===== config.mk =====
export PLATFORM = sky130hd
export DESIGN_NAME = serial_mmio_flat
export DESIGN_NICKNAME = d
export VERILOG_FILES = /design/src/rtl/serial_mmio_pkg.sv /design/src/rtl/serial_mmio_if.sv /design/src/rtl/serial_mmio_fifo.sv /design/src/rtl/serial_mmio.sv /design/src/flat_wrapper.sv
export SDC_FILE = /design/constraint.sdc
export NUM_CORES = 1
export LEC_CHECK = 0
export ABC_CLOCK_PERIOD_IN_PS = 6700
export BUFFER_PORTS_ARGS = -buffer_cell sky130_fd_sc_hd__buf_2
export CAP_MARGIN = 20
export CORE_AREA = 4 4 214 195
export DETAILED_ROUTE_END_ITERATION = 8
export DIE_AREA = 0 0 218 199
export PLACE_DENSITY = 0.42
export SLEW_MARGIN = 10
export SYNTH_ARGS = -nofsm -noshare
export SYNTH_HDL_FRONTEND = slang
export SYNTH_SLANG_ARGS = --single-unit

===== constraint.sdc =====
create_clock -name clk -period 6.7 [get_ports clk]
set_clock_uncertainty 0.05 [all_clocks]
set_input_delay 1.34 -clock clk [delete_from_list [all_inputs] [get_ports clk]]
set_output_delay 1.34 -clock clk [all_outputs]
set_load 0.01 [all_outputs]

===== src/rtl/serial_mmio_pkg.sv =====
// Shared constants, FSM state types and the STATUS register layout for serial_mmio.
package serial_mmio_pkg;

   localparam logic RST_ENABLE = 1'b1;

   localparam int unsigned DATA_W = 8;

   localparam logic [1:0] SER_DATA_ADDR = 2'd0;
   localparam logic [1:0] SER_STAT_ADDR = 2'd1;
   localparam logic [1:0] SER_CTRL_ADDR = 2'd2;

   // Bit positions that STATUS and CTRL writes act on
   localparam int unsigned STAT_RX_OVR    = 3;
   localparam int unsigned STAT_TX_OVF    = 4;
   localparam int unsigned CTRL_RX_IRQ_EN = 0;

   typedef enum logic [1:0] {
      R_IDLE = 2'd0,
      R_ACK  = 2'd1,
      R_WAIT = 2'd2
   } rx_state_e;

   typedef enum logic [1:0] {
      T_IDLE  = 2'd0,
      T_START = 2'd1,
      T_HOLD  = 2'd2
   } tx_state_e;

   typedef struct packed {
      logic [1:0] rsvd;
      logic       tx_idle;
      logic       tx_ovf;
      logic       rx_ovr;
      logic       tx_empty;
      logic       tx_full;
      logic       rx_avail;
   } status_t;

endpackage


===== src/rtl/serial_mmio_if.sv =====
// CPU-side register bus of serial_mmio: one-cycle request, registered ack/rdata.
interface serial_mmio_if;
   logic       ce;
   logic       we;
   logic [1:0] addr;
   logic [7:0] wdata;
   logic [7:0] rdata;
   logic       ack;

   modport master (output ce, we, addr, wdata, input rdata, ack);
   modport slave  (input ce, we, addr, wdata, output rdata, ack);
endinterface


===== src/rtl/serial_mmio_fifo.sv =====
// Byte FIFO with simultaneous push/pop; a pop in the same cycle frees a slot for a push into a full FIFO.
module serial_mmio_fifo
   import serial_mmio_pkg::*;
#(
   parameter int unsigned DEPTH  = 16,
   parameter int unsigned PTR_W  = 4,
   parameter int unsigned WIDTH  = 8
) (
   input  logic             clk,
   input  logic             rst,
   input  logic             push_i,
   input  logic [WIDTH-1:0] wdata_i,
   input  logic             pop_i,
   output logic [WIDTH-1:0] head_c_o,
   output logic             full_o,
   output logic             empty_o,
   output logic [PTR_W:0]   count_o
);

   localparam logic [PTR_W:0] FULL_CNT = (PTR_W+1)'(DEPTH);

   logic [WIDTH-1:0] mem_q [DEPTH];
   logic [PTR_W-1:0] wr_ptr_q;
   logic [PTR_W-1:0] rd_ptr_q;
   logic [PTR_W:0]   count_q;
   logic [PTR_W:0]   count_d;
   logic             full_q;
   logic             empty_q;
   logic             push_ok;
   logic             pop_ok;

   assign pop_ok  = pop_i & ~empty_q;
   assign push_ok = push_i & (~full_q | pop_ok);

   always_comb begin
      count_d = count_q;
      if (push_ok && !pop_ok) begin
         count_d = count_q + (PTR_W+1)'(1);
      end else if (pop_ok && !push_ok) begin
         count_d = count_q - (PTR_W+1)'(1);
      end
   end

   // Flags are registered from the next count so they never lag the pointers
   always_ff @(posedge clk) begin
      if (rst == RST_ENABLE) begin
         wr_ptr_q <= '0;
         rd_ptr_q <= '0;
         count_q  <= '0;
         full_q   <= 1'b0;
         empty_q  <= 1'b1;
      end else begin
         if (push_ok) wr_ptr_q <= wr_ptr_q + PTR_W'(1);
         if (pop_ok)  rd_ptr_q <= rd_ptr_q + PTR_W'(1);
         count_q <= count_d;
         full_q  <= (count_d == FULL_CNT);
         empty_q <= (count_d == '0);
      end
   end

   always_ff @(posedge clk) begin
      if (push_ok) mem_q[wr_ptr_q] <= wdata_i;
   end

   assign head_c_o = mem_q[rd_ptr_q];
   assign full_o   = full_q;
   assign empty_o  = empty_q;
   assign count_o  = count_q;

endmodule


===== src/rtl/serial_mmio.sv =====
// Memory-mapped front end for serial_port: RX/TX byte FIFOs, register decode,
// the int_req/int_ack and write_enable/write_not_busy handshakes, and a level CPU interrupt.
module serial_mmio
   import serial_mmio_pkg::*;
#(
   parameter int unsigned FIFO_DEPTH = 16,
   parameter int unsigned PTR_W      = 4
) (
   input  logic              clk,
   input  logic              rst,
   serial_mmio_if.slave      bus,
   output logic              cpu_irq_o,
   input  logic              sp_int_req_i,
   input  logic [DATA_W-1:0] sp_rx_data_i,
   output logic              sp_int_ack_o,
   output logic [DATA_W-1:0] sp_tx_data_o,
   output logic              sp_write_enable_o,
   input  logic              sp_write_not_busy_i
);

   rx_state_e         rx_state_q;
   tx_state_e         tx_state_q;
   logic              sp_int_ack_q;
   logic              sp_write_enable_q;
   logic [DATA_W-1:0] sp_tx_data_q;
   logic              ack_q;
   logic [DATA_W-1:0] rdata_q;
   logic [DATA_W-1:0] rdata_d;
   logic              rx_irq_en_q;
   logic              rx_ovr_q;
   logic              tx_ovf_q;
   logic              cpu_irq_q;

   logic              rx_full, rx_empty, tx_full, tx_empty;
   logic [PTR_W:0]    rx_count, tx_count;
   logic [DATA_W-1:0] rx_head, tx_head;
   logic              rd_access, wr_access;
   logic              rx_push, rx_pop, tx_push, tx_pop;
   logic              rx_ovr_set, tx_ovf_set, rx_ovr_clr, tx_ovf_clr;
   logic              ctrl_wr;
   status_t           status;

   assign rd_access = bus.ce & ~bus.we;
   assign wr_access = bus.ce &  bus.we;
   assign ctrl_wr   = wr_access & (bus.addr == SER_CTRL_ADDR);

   assign rx_push = (rx_state_q == R_IDLE) & sp_int_req_i;
   assign rx_pop  = rd_access & (bus.addr == SER_DATA_ADDR);
   assign tx_push = wr_access & (bus.addr == SER_DATA_ADDR);
   assign tx_pop  = (tx_state_q == T_IDLE) & ~tx_empty & sp_write_not_busy_i;

   // A full FIFO implies non-empty, so a concurrent pop always succeeds and saves the push
   assign rx_ovr_set = rx_push & rx_full & ~rx_pop;
   assign tx_ovf_set = tx_push & tx_full & ~tx_pop;
   assign rx_ovr_clr = wr_access & (bus.addr == SER_STAT_ADDR) & bus.wdata[STAT_RX_OVR];
   assign tx_ovf_clr = wr_access & (bus.addr == SER_STAT_ADDR) & bus.wdata[STAT_TX_OVF];

   serial_mmio_fifo #(
      .DEPTH (FIFO_DEPTH),
      .PTR_W (PTR_W),
      .WIDTH (DATA_W)
   ) u_rx_fifo (
      .clk      (clk),
      .rst      (rst),
      .push_i   (rx_push),
      .wdata_i  (sp_rx_data_i),
      .pop_i    (rx_pop),
      .head_c_o (rx_head),
      .full_o   (rx_full),
      .empty_o  (rx_empty),
      .count_o  (rx_count)
   );

   serial_mmio_fifo #(
      .DEPTH (FIFO_DEPTH),
      .PTR_W (PTR_W),
      .WIDTH (DATA_W)
   ) u_tx_fifo (
      .clk      (clk),
      .rst      (rst),
      .push_i   (tx_push),
      .wdata_i  (bus.wdata),
      .pop_i    (tx_pop),
      .head_c_o (tx_head),
      .full_o   (tx_full),
      .empty_o  (tx_empty),
      .count_o  (tx_count)
   );

   always_comb begin
      status          = '0;
      status.rx_avail = (rx_count != '0);
      status.tx_full  = tx_full;
      status.tx_empty = (tx_count == '0);
      status.rx_ovr   = rx_ovr_q;
      status.tx_ovf   = tx_ovf_q;
      status.tx_idle  = (tx_state_q == T_IDLE);
   end

   // Read mux; non-read cycles return zero
   always_comb begin
      rdata_d = '0;
      if (rd_access) begin
         case (bus.addr)
            SER_DATA_ADDR: rdata_d = rx_empty ? '0 : rx_head;
            SER_STAT_ADDR: rdata_d = status;
            SER_CTRL_ADDR: rdata_d = {7'b0, rx_irq_en_q};
            default:       rdata_d = '0;
         endcase
      end
   end

   always_ff @(posedge clk) begin
      if (rst == RST_ENABLE) begin
         ack_q       <= 1'b0;
         rdata_q     <= '0;
         rx_irq_en_q <= 1'b0;
         rx_ovr_q    <= 1'b0;
         tx_ovf_q    <= 1'b0;
         cpu_irq_q   <= 1'b0;
      end else begin
         ack_q    <= bus.ce;
         rdata_q  <= rdata_d;
         if (ctrl_wr) rx_irq_en_q <= bus.wdata[CTRL_RX_IRQ_EN];
         rx_ovr_q  <= rx_ovr_set | (rx_ovr_q & ~rx_ovr_clr);
         tx_ovf_q  <= tx_ovf_set | (tx_ovf_q & ~tx_ovf_clr);
         cpu_irq_q <= rx_irq_en_q & status.rx_avail;
      end
   end

   // RX handshake: capture on int_req, one-cycle int_ack, then wait for int_req to drop
   always_ff @(posedge clk) begin
      if (rst == RST_ENABLE) begin
         rx_state_q   <= R_IDLE;
         sp_int_ack_q <= 1'b0;
      end else begin
         case (rx_state_q)
            R_IDLE: begin
               if (sp_int_req_i) begin
                  rx_state_q   <= R_ACK;
                  sp_int_ack_q <= 1'b1;
               end
            end
            R_ACK: begin
               rx_state_q   <= R_WAIT;
               sp_int_ack_q <= 1'b0;
            end
            R_WAIT: begin
               if (!sp_int_req_i) rx_state_q <= R_IDLE;
            end
            default: begin
               rx_state_q   <= R_IDLE;
               sp_int_ack_q <= 1'b0;
            end
         endcase
      end
   end

   // TX handshake: pop when the transmitter is free, pulse write_enable, wait for it to go busy
   always_ff @(posedge clk) begin
      if (rst == RST_ENABLE) begin
         tx_state_q        <= T_IDLE;
         sp_write_enable_q <= 1'b0;
         sp_tx_data_q      <= '0;
      end else begin
         case (tx_state_q)
            T_IDLE: begin
               if (tx_pop) begin
                  tx_state_q        <= T_START;
                  sp_write_enable_q <= 1'b1;
                  sp_tx_data_q      <= tx_head;
               end
            end
            T_START: begin
               tx_state_q        <= T_HOLD;
               sp_write_enable_q <= 1'b0;
            end
            T_HOLD: begin
               if (!sp_write_not_busy_i) tx_state_q <= T_IDLE;
            end
            default: begin
               tx_state_q        <= T_IDLE;
               sp_write_enable_q <= 1'b0;
            end
         endcase
      end
   end

   assign bus.rdata         = rdata_q;
   assign bus.ack           = ack_q;
   assign cpu_irq_o         = cpu_irq_q;
   assign sp_int_ack_o      = sp_int_ack_q;
   assign sp_tx_data_o      = sp_tx_data_q;
   assign sp_write_enable_o = sp_write_enable_q;

endmodule


===== src/flat_wrapper.sv =====
// flat-port wrapper written by rule: the top's interface ports become plain ports
module serial_mmio_flat import serial_mmio_pkg::*;
#(
   parameter int unsigned FIFO_DEPTH = 16,
   parameter int unsigned PTR_W      = 4
)
  (clk, rst, cpu_irq_o, sp_int_req_i, sp_rx_data_i, sp_int_ack_o, sp_tx_data_o, sp_write_enable_o, sp_write_not_busy_i, bus_ce, bus_we, bus_addr, bus_wdata, bus_rdata, bus_ack);
  serial_mmio_if bus_i ();
  input  logic clk;
  input  logic rst;
  output logic cpu_irq_o;
  input  logic sp_int_req_i;
  input  logic [DATA_W-1:0] sp_rx_data_i;
  output logic sp_int_ack_o;
  output logic [DATA_W-1:0] sp_tx_data_o;
  output logic sp_write_enable_o;
  input  logic sp_write_not_busy_i;
  input wire logic [$bits(bus_i.ce)-1:0] bus_ce;
  input wire logic [$bits(bus_i.we)-1:0] bus_we;
  input wire logic [$bits(bus_i.addr)-1:0] bus_addr;
  input wire logic [$bits(bus_i.wdata)-1:0] bus_wdata;
  output wire logic [$bits(bus_i.rdata)-1:0] bus_rdata;
  output wire logic [$bits(bus_i.ack)-1:0] bus_ack;
  assign bus_i.ce = bus_ce;
  assign bus_i.we = bus_we;
  assign bus_i.addr = bus_addr;
  assign bus_i.wdata = bus_wdata;
  assign bus_rdata = bus_i.rdata;
  assign bus_ack = bus_i.ack;
  serial_mmio #(.FIFO_DEPTH(FIFO_DEPTH), .PTR_W(PTR_W)) u_core (.clk(clk), .rst(rst), .bus(bus_i), .cpu_irq_o(cpu_irq_o), .sp_int_req_i(sp_int_req_i), .sp_rx_data_i(sp_rx_data_i), .sp_int_ack_o(sp_int_ack_o), .sp_tx_data_o(sp_tx_data_o), .sp_write_enable_o(sp_write_enable_o), .sp_write_not_busy_i(sp_write_not_busy_i));
endmodule

==> flow_metrics.tcl, run 1 <==
set metrics [dict create \
    status "finished clean" \
    hpwl_um 19500 \
    hold_path_depth 2 \
    setup_viol 0 \
    seqPwrFrac_pct 49.3 \
    rsz0062_at_grt "false" \
    wl_per_cell_um 22.3 \
    fin_util_pct 36.6 \
    tns_ns 0 \
    n_antenna_cell 0 \
    clock.fmax_mhz 269 \
    synth_ff_type "edfxtp_1" \
    async_flop_share_pct 0 \
    final_cell_mix "256 x edfxtp_1, 70 x nor2_1, 70 x mux4_2" \
    gp_congestion 0.759 \
    drt_iter0_markers 466 \
    p_leak_nw 4.63 \
    area_growth_pct 15.1 \
    combPwrFrac_pct 8.8 \
    crit_required_ns 6.77 \
    sw_frac_of_total_pct 23.2 \
    p_switching_mw 1.04 \
    rows 69 \
    clk_latency_ns 0.53 \
    synth_nets 754 \
    power_density_nw_per_um2 311 \
    postCtsResizedCells 0 \
    antenna_found_initial 0 \
    grt_use_total_pct 13.7 \
    grt_max_degree 51 \
    hold_violations 0 \
    dr.pass1.iters 5 \
    netlist_area_um2 12500 \
    drt-total-wl_um 29600 \
    synth-edff-count 256 \
    fin_crit_sh_pct 55.5 \
    cts_num_sinks 317 \
    cts_made_buffers 36 \
    path_clk_slew_ns 0.05 \
    grt_pass1_wl_um 44400 \
    vias_per_cell 4.90 \
    drive_above_1_share_pct 23.2 \
    worstSetupPathType "in -> reg" \
    ff2ff_path_depth 4 \
    clkPwrFrac_pct 41.8 \
    root_buffer "clkbuf_16" \
    die_w_um 218 \
    final_common_cell "edfxtp_1" \
    start_kind "primary input" \
    seq_area_frac_synth_pct 71.2 \
    coreArea_um2 39400 \
    max_cap_viol_count 0 \
    die_area_um2 43400 \
    drc 0 \
    worstPathMaxFanout 22 \
    synth_cell_types 57 \
    peakVddDrop_uv 143 \
    layout.nets 811 \
    cts_hold_buf 0 \
    syn_area_per_cell_um2 17.5 \
    ios 44 \
    die_y_um 199 \
    overflow 0 \
    cts_tree "done" \
    syn_inst 714 \
    portBuffers 43 \
    drv_slew 0 \
    power_mw 4.48 \
    internal-power_mw 3.44 \
    fin_crit_ns 3.72 \
    cts_max_level 2 \
    synth_seq_cells 317 \
    routed-via-count 6527 \
    slew-limit-headroom_pct 30.3 \
    clockBufferDepth 3 \
    cts_setup_buffers 0 \
    critPathArrivalTime_ns 3.79 \
    grt_pass1_vias 6837 \
    worst_slew_pin_slew_ns 1.04 \
    endpoint_kind "register" \
    initial_core_util_pct 31.8 \
    hold_path.class "reg -> reg" \
    ant_nets 0 \
    yosysWarnings 0 \
]
through the flow:
stage | cells | setup slack, ns | hold WS, ns | cell area [um^2]
after detailed placement | 1260 | 2.30 | 0.401 | 13300
final | 1331 | 2.98 | 0.401 | 14400
after global placement | 1260 | 2.51 | 0.399 | 13300
after CTS | 1326 | 2.85 | 0.408 | 14400
after floorplan | 714 | 3.35 | 0.375 | 12500
after global routing | 1331 | 2.82 | 0.436 | 14400
kinds of logic (layout without fill, tap and decap cells):
group,count (synthesis),in the layout,synth area share (%)
compound gates,77,77,3.99
xor+xnor,19,19,1.33
fa+ha+maj,16,16,1.60
buf+inv,50,135,1.94
flops,317,317,71.2
mux,76,76,13.3
simple gates,159,159,6.63
path summary, 6_finish.rpt:
path                                      from                                endpoint  slack, ns
max reg2reg  u_core.tx_state_q[1]$_SDFFE_PP0P_  u_core.u_tx_fifo.mem_q[2][5]$_DFFE_PP_       3.45
min reg2reg         u_core.rx_ovr_q$_SDFF_PP0_          u_core.bus.rdata[3]$_SDFF_PP0_       0.40
max                        sp_write_not_busy_i  u_core.u_tx_fifo.mem_q[2][5]$_DFFE_PP_       2.98
min                 u_core.rx_ovr_q$_SDFF_PP0_          u_core.bus.rdata[3]$_SDFF_PP0_       0.40
per-layer routing:
metal | routed length (um) | up-vias | global-route usage (%)
met1 | 14700 | 3393 | 20.5
met5 | 0 | - | 0
met2 | 12600 | 168 | 19.8
li1 | - | 2928 | -
met4 | 554 | 0 | 3.46
met3 | 1790 | 38 | 3.80
power groups by stage:
stage	clock, mW	sequential [mW]	combinational, mW
global route	2.01	2.21	0.441
CTS	1.92	2.21	0.401
detailed placement	0	2.25	0.400
finish	1.88	2.21	0.396
floorplan	0	2.25	0.269
global placement	0	2.25	0.396
cell usage after synthesis, drive strengths merged (4+ instances only):
cell / number / area share, %
mux4: 72 / 13
o21ai: 9 / 0.36
dfxtp: 61 / 9.8
nand3: 7 / 0.28
xnor2: 6 / 0.42
nor3: 12 / 0.52
mux2i: 4 / 0.32
a32oi: 4 / 0.28
nor2: 72 / 2.3
buf: 22 / 1.1
clkbuf: 12 / 0.36
nand4: 5 / 0.25
nand2b: 8 / 0.40
a21oi: 32 / 1.4
ha: 16 / 1.6
a22oi: 19 / 1.1
nand2: 23 / 0.71
xor2: 13 / 0.91
nor2b: 9 / 0.45
edfxtp: 256 / 61
inv: 15 / 0.45
cell type report:
| type | instances | area, um^2 |
|---|---|---|
| sequential | 317 | 8910 |
| multi-input combinational | 347 | 3370 |
| fill | 3706 | 25000 |
| inverter | 16 | 60.1 |
| timing repair buffer | 53 | 278 |
| clock buffer | 48 | 977 |
| clock inverter | 18 | 148 |
| tap | 532 | 666 |
state kept, by name, indices dropped and copies added (netlist names), named ones only:
register and count:
u_core.rx_state_q 2, u_core.rx_ovr_q 1, u_core.u_rx_fifo.full_o 1, u_core.rx_irq_en_q 1
u_core.u_tx_fifo.wr_ptr_q 4, u_core.tx_ovf_q 1, u_core.u_tx_fifo.rd_ptr_q 4, u_core.bus.ack 1
u_core.u_rx_fifo.empty_o 1, u_core.sp_tx_data_o 8, u_core.sp_int_ack_o 1, u_core.u_tx_fifo.mem_q 128
u_core.u_tx_fifo.count_o 5, u_core.u_rx_fifo.count_o 5, u_core.u_rx_fifo.wr_ptr_q 4, u_core.u_tx_fifo.full_o 1
u_core.bus.rdata 8, u_core.tx_state_q 2, u_core.u_rx_fifo.mem_q 128, u_core.cpu_irq_o 1
u_core.u_tx_fifo.empty_o 1, u_core.sp_write_enable_o 1, u_core.u_rx_fifo.rd_ptr_q 4
critical path, cell delays in order:
cell,delay (ns)
buf_2,0.10
or4b_1,0.82
a21oi_4,0.44
nand2_1,0.23
nor3_1,0.84
Power figures use the tool's default switching activity.
==> run 2, diff against run 1 <==
ABC_AREA = 1   (was default)
ABC_CLOCK_PERIOD_IN_PS = 3100   (was 6700)
CORE_AREA = 4 4 220 200   (was 4 4 214 195)
DIE_AREA = 0 0 224 204   (was 0 0 218 199)
PLACE_DENSITY = 0.44   (was 0.42)
clock period = 3.1 ns   (was 6.7 ns; I/O delays follow)
==> run 2 against run 1 <==
Die area grew 5.3%. Non-clock buffer count grew 29. Flip-flop and latch count is the same. Total power grew 120%. Via count grew 33%. First-iteration DRC count grew 2.8%. Synthesized area grew 5.7%. Synthesized cell count grew 68%. Core utilization is essentially flat. Design area grew 5.8%. Final cell count grew 38%. Largest power group unchanged.
==> flow_metrics.tcl, run 2 <==
set metrics [dict create \
    status "finished clean" \
    worstPathMaxFanout 68 \
    rows 71 \
    synth_seq_cells 317 \
    drt_iter0_markers 479 \
    cp_slowest_stage_delay_ns 0.56 \
    area_growth_pct 15.3 \
    p_leak_nw 5.48 \
    netlist_area_um2 13200 \
    cts_hold_buf 0 \
    critPathTopFamily "compound AO/OA/AOI/OAI gates" \
    tns_ns 0 \
    power_density_nw_per_um2 656 \
    coreArea_um2 41700 \
    grt_max_degree 69 \
    drv_slew 0 \
    fillCellCount 4135 \
    die_w_um 224 \
    yosys-top-cells-count "256 x edfxtp_1, 205 x nand2_1, 177 x nor2_1, 134 x nand3_1, 74 x o21ai_0" \
    max_cap_viol_count 0 \
    clock.fmax_mhz 480 \
    power_mw 9.99 \
    cts_setup_buffers 0 \
    ant_nets 0 \
    ios 44 \
    grt_pass1_wl_um 52300 \
    die_y_um 204 \
    postCtsResizedCells 0 \
    crit_required_ns 3.50 \
    dr.pass1.iters 5 \
    routed-via-count 8713 \
    cp_num_buf_inv 1 \
    cts_max_level 2 \
    final_common_cell "edfxtp_1" \
    setup_viol 0 \
    final_cell_mix "256 x edfxtp_1, 205 x nand2_1, 177 x nor2_1" \
    clk_latency_ns 0.54 \
    rsz0062_at_grt "false" \
    yosysWarnings 0 \
    start_kind "register" \
    syn_inst 1197 \
    synth_area_leaders "edfxtp_1 58%, dfxtp_1 9.2%, nand2_1 5.8%" \
    drive_above_1_share_pct 13.5 \
    antenna_found_initial 1 \
    wl_per_cell_um 18.5 \
    multi_input_area_um2 3740 \
    endpoint_kind "register" \
    critPathArrivalTime_ns 2.48 \
    async_flop_share_pct 0 \
    grt_pass1_vias 8935 \
    peakVddDrop_uv 414 \
    cts_num_sinks 317 \
    grt_use_total_pct 14.9 \
    synth_top_area_share_pct 58.1 \
    gp_congestion 0.801 \
    drc 0 \
    synth_most_common_cell "edfxtp_1" \
    synth-edff-count 256 \
    slew-limit-headroom_pct 46.7 \
    hold_path.class "in -> reg" \
    overflow 0 \
    n_antenna_cell 0 \
    regArea_um2 8910 \
    vias_per_cell 4.76 \
    clockBufferDepth 3 \
    root_buffer "clkbuf_16" \
    fin_crit_sh_pct 67.1 \
    path_cells "buf_4 > o21ai_0 > o21ai_0 > o21ai_0 > nand2_1 > nor3b_1" \
    cts_made_buffers 36 \
    synth_area_leader_cell "edfxtp_1" \
    hold_violations 0 \
    synth_cell_types 41 \
    drt-total-wl_um 33900 \
    synth_nets 1237 \
    hpwl_um 21700 \
    worstSetupPathType "reg -> reg" \
    synth_ff_type "edfxtp_1" \
    hold_start "sp_int_req_i" \
    syn_area_per_cell_um2 11.0 \
    die_area_um2 45700 \
    crit_slowest_cell "buf_4" \
    fin_crit_ns 2.08 \
    worst_slew_pin_slew_ns 0.800 \
    seq_area_frac_synth_pct 67.4 \
    layout.nets 1300 \
    crit_top_cell "o21ai_0" \
    path_clk_slew_ns 0.06 \
    initial_core_util_pct 31.7 \
    portBuffers 43 \
    reg_top3 "u_core.u_rx_fifo.mem_q: 128 flops, u_core.u_tx_fifo.mem_q: 128 flops" \
    cts_tree "done" \
]
## run 2: cell count changes after synthesis, moves of 19 or more
cell / before / now
o21ai_0: 3 / 74
nor2_1: 70 / 177
mux4_2: 70 / 0
nand2_1: 22 / 205
o211ai_1: 0 / 41
nand3_1: 7 / 134
inv_1: 15 / 52
a22oi_1: 19 / 0
## run 2: final cells by class
type / count / area share (%)
clock buffer: 51 / 6.63
clock inverter: 11 / 0.575
inverter: 65 / 1.60
multi-input combinational: 758 / 24.6
sequential: 317 / 58.5
tap: 547 / 4.49
timing repair buffer: 82 / 3.66
## run 2: logic make-up (layout without fill, tap and decap cells)
group | count (synthesis) | count (layout) | synth area share (%)
AO/OA/AOI/OAI | 182 | 182 | 7.91
XOR/XNOR | 8 | 8 | 0.530
flip-flops | 317 | 317 | 67.4
AND/OR/NAND/NOR | 552 | 552 | 18.4
adder cells (fa/ha/maj) | 16 | 16 | 1.51
buffers and inverters | 122 | 209 | 4.31
## run 2: stage by stage
step	worst slack (ns)	instances	cell area (um^2)	utilization, %	hold slack [ns]
2_1_floorplan	1.01	1197	13200	-	0.368
4_1_cts	0.964	1831	15200	36.6	0.272
6_report	1.02	1831	15200	36.6	0.300
3_3_place_gp	0.525	1769	14100	33.9	0.403
3_5_place_dp	0.484	1769	14100	33.9	0.405
5_1_grt	0.806	1831	15200	36.6	0.308
## run 2: worst min-delay path, stage by stage
cell	delay, ns
buf_2	0.11
nand2_1	0.06
a211oi_1	0.05
## run 2: report_power, final
part	switching, mW	internal [mW]	total [mW]
registers	0.0990	4.70	4.80
clock network	1.68	2.35	4.04
logic	0.783	0.377	1.16
## run 2: path summary, 6_finish.rpt
check	end	cells past startpoint	slack [ns]
worst min-delay path	u_core.rx_state_q[1]$_SDFFE_PP0P_	3	0.30
worst max-delay path	u_core.bus.rdata[7]$_SDFF_PP0_	6	1.02
worst max register to register	u_core.bus.rdata[7]$_SDFF_PP0_	6	1.02
worst min register to register	u_core.sp_write_enable_o$_SDFFE_PP0P_	2	0.41
## run 2: metal layers
layer | routed length, um | vias to the layer above | track usage, %
li1 | - | 4291 | -
met1 | 15700 | 4231 | 20.0
met2 | 16000 | 138 | 24.6
met3 | 1340 | 53 | 2.80
met4 | 821 | 0 | 4.64
met5 | 0 | - | 0
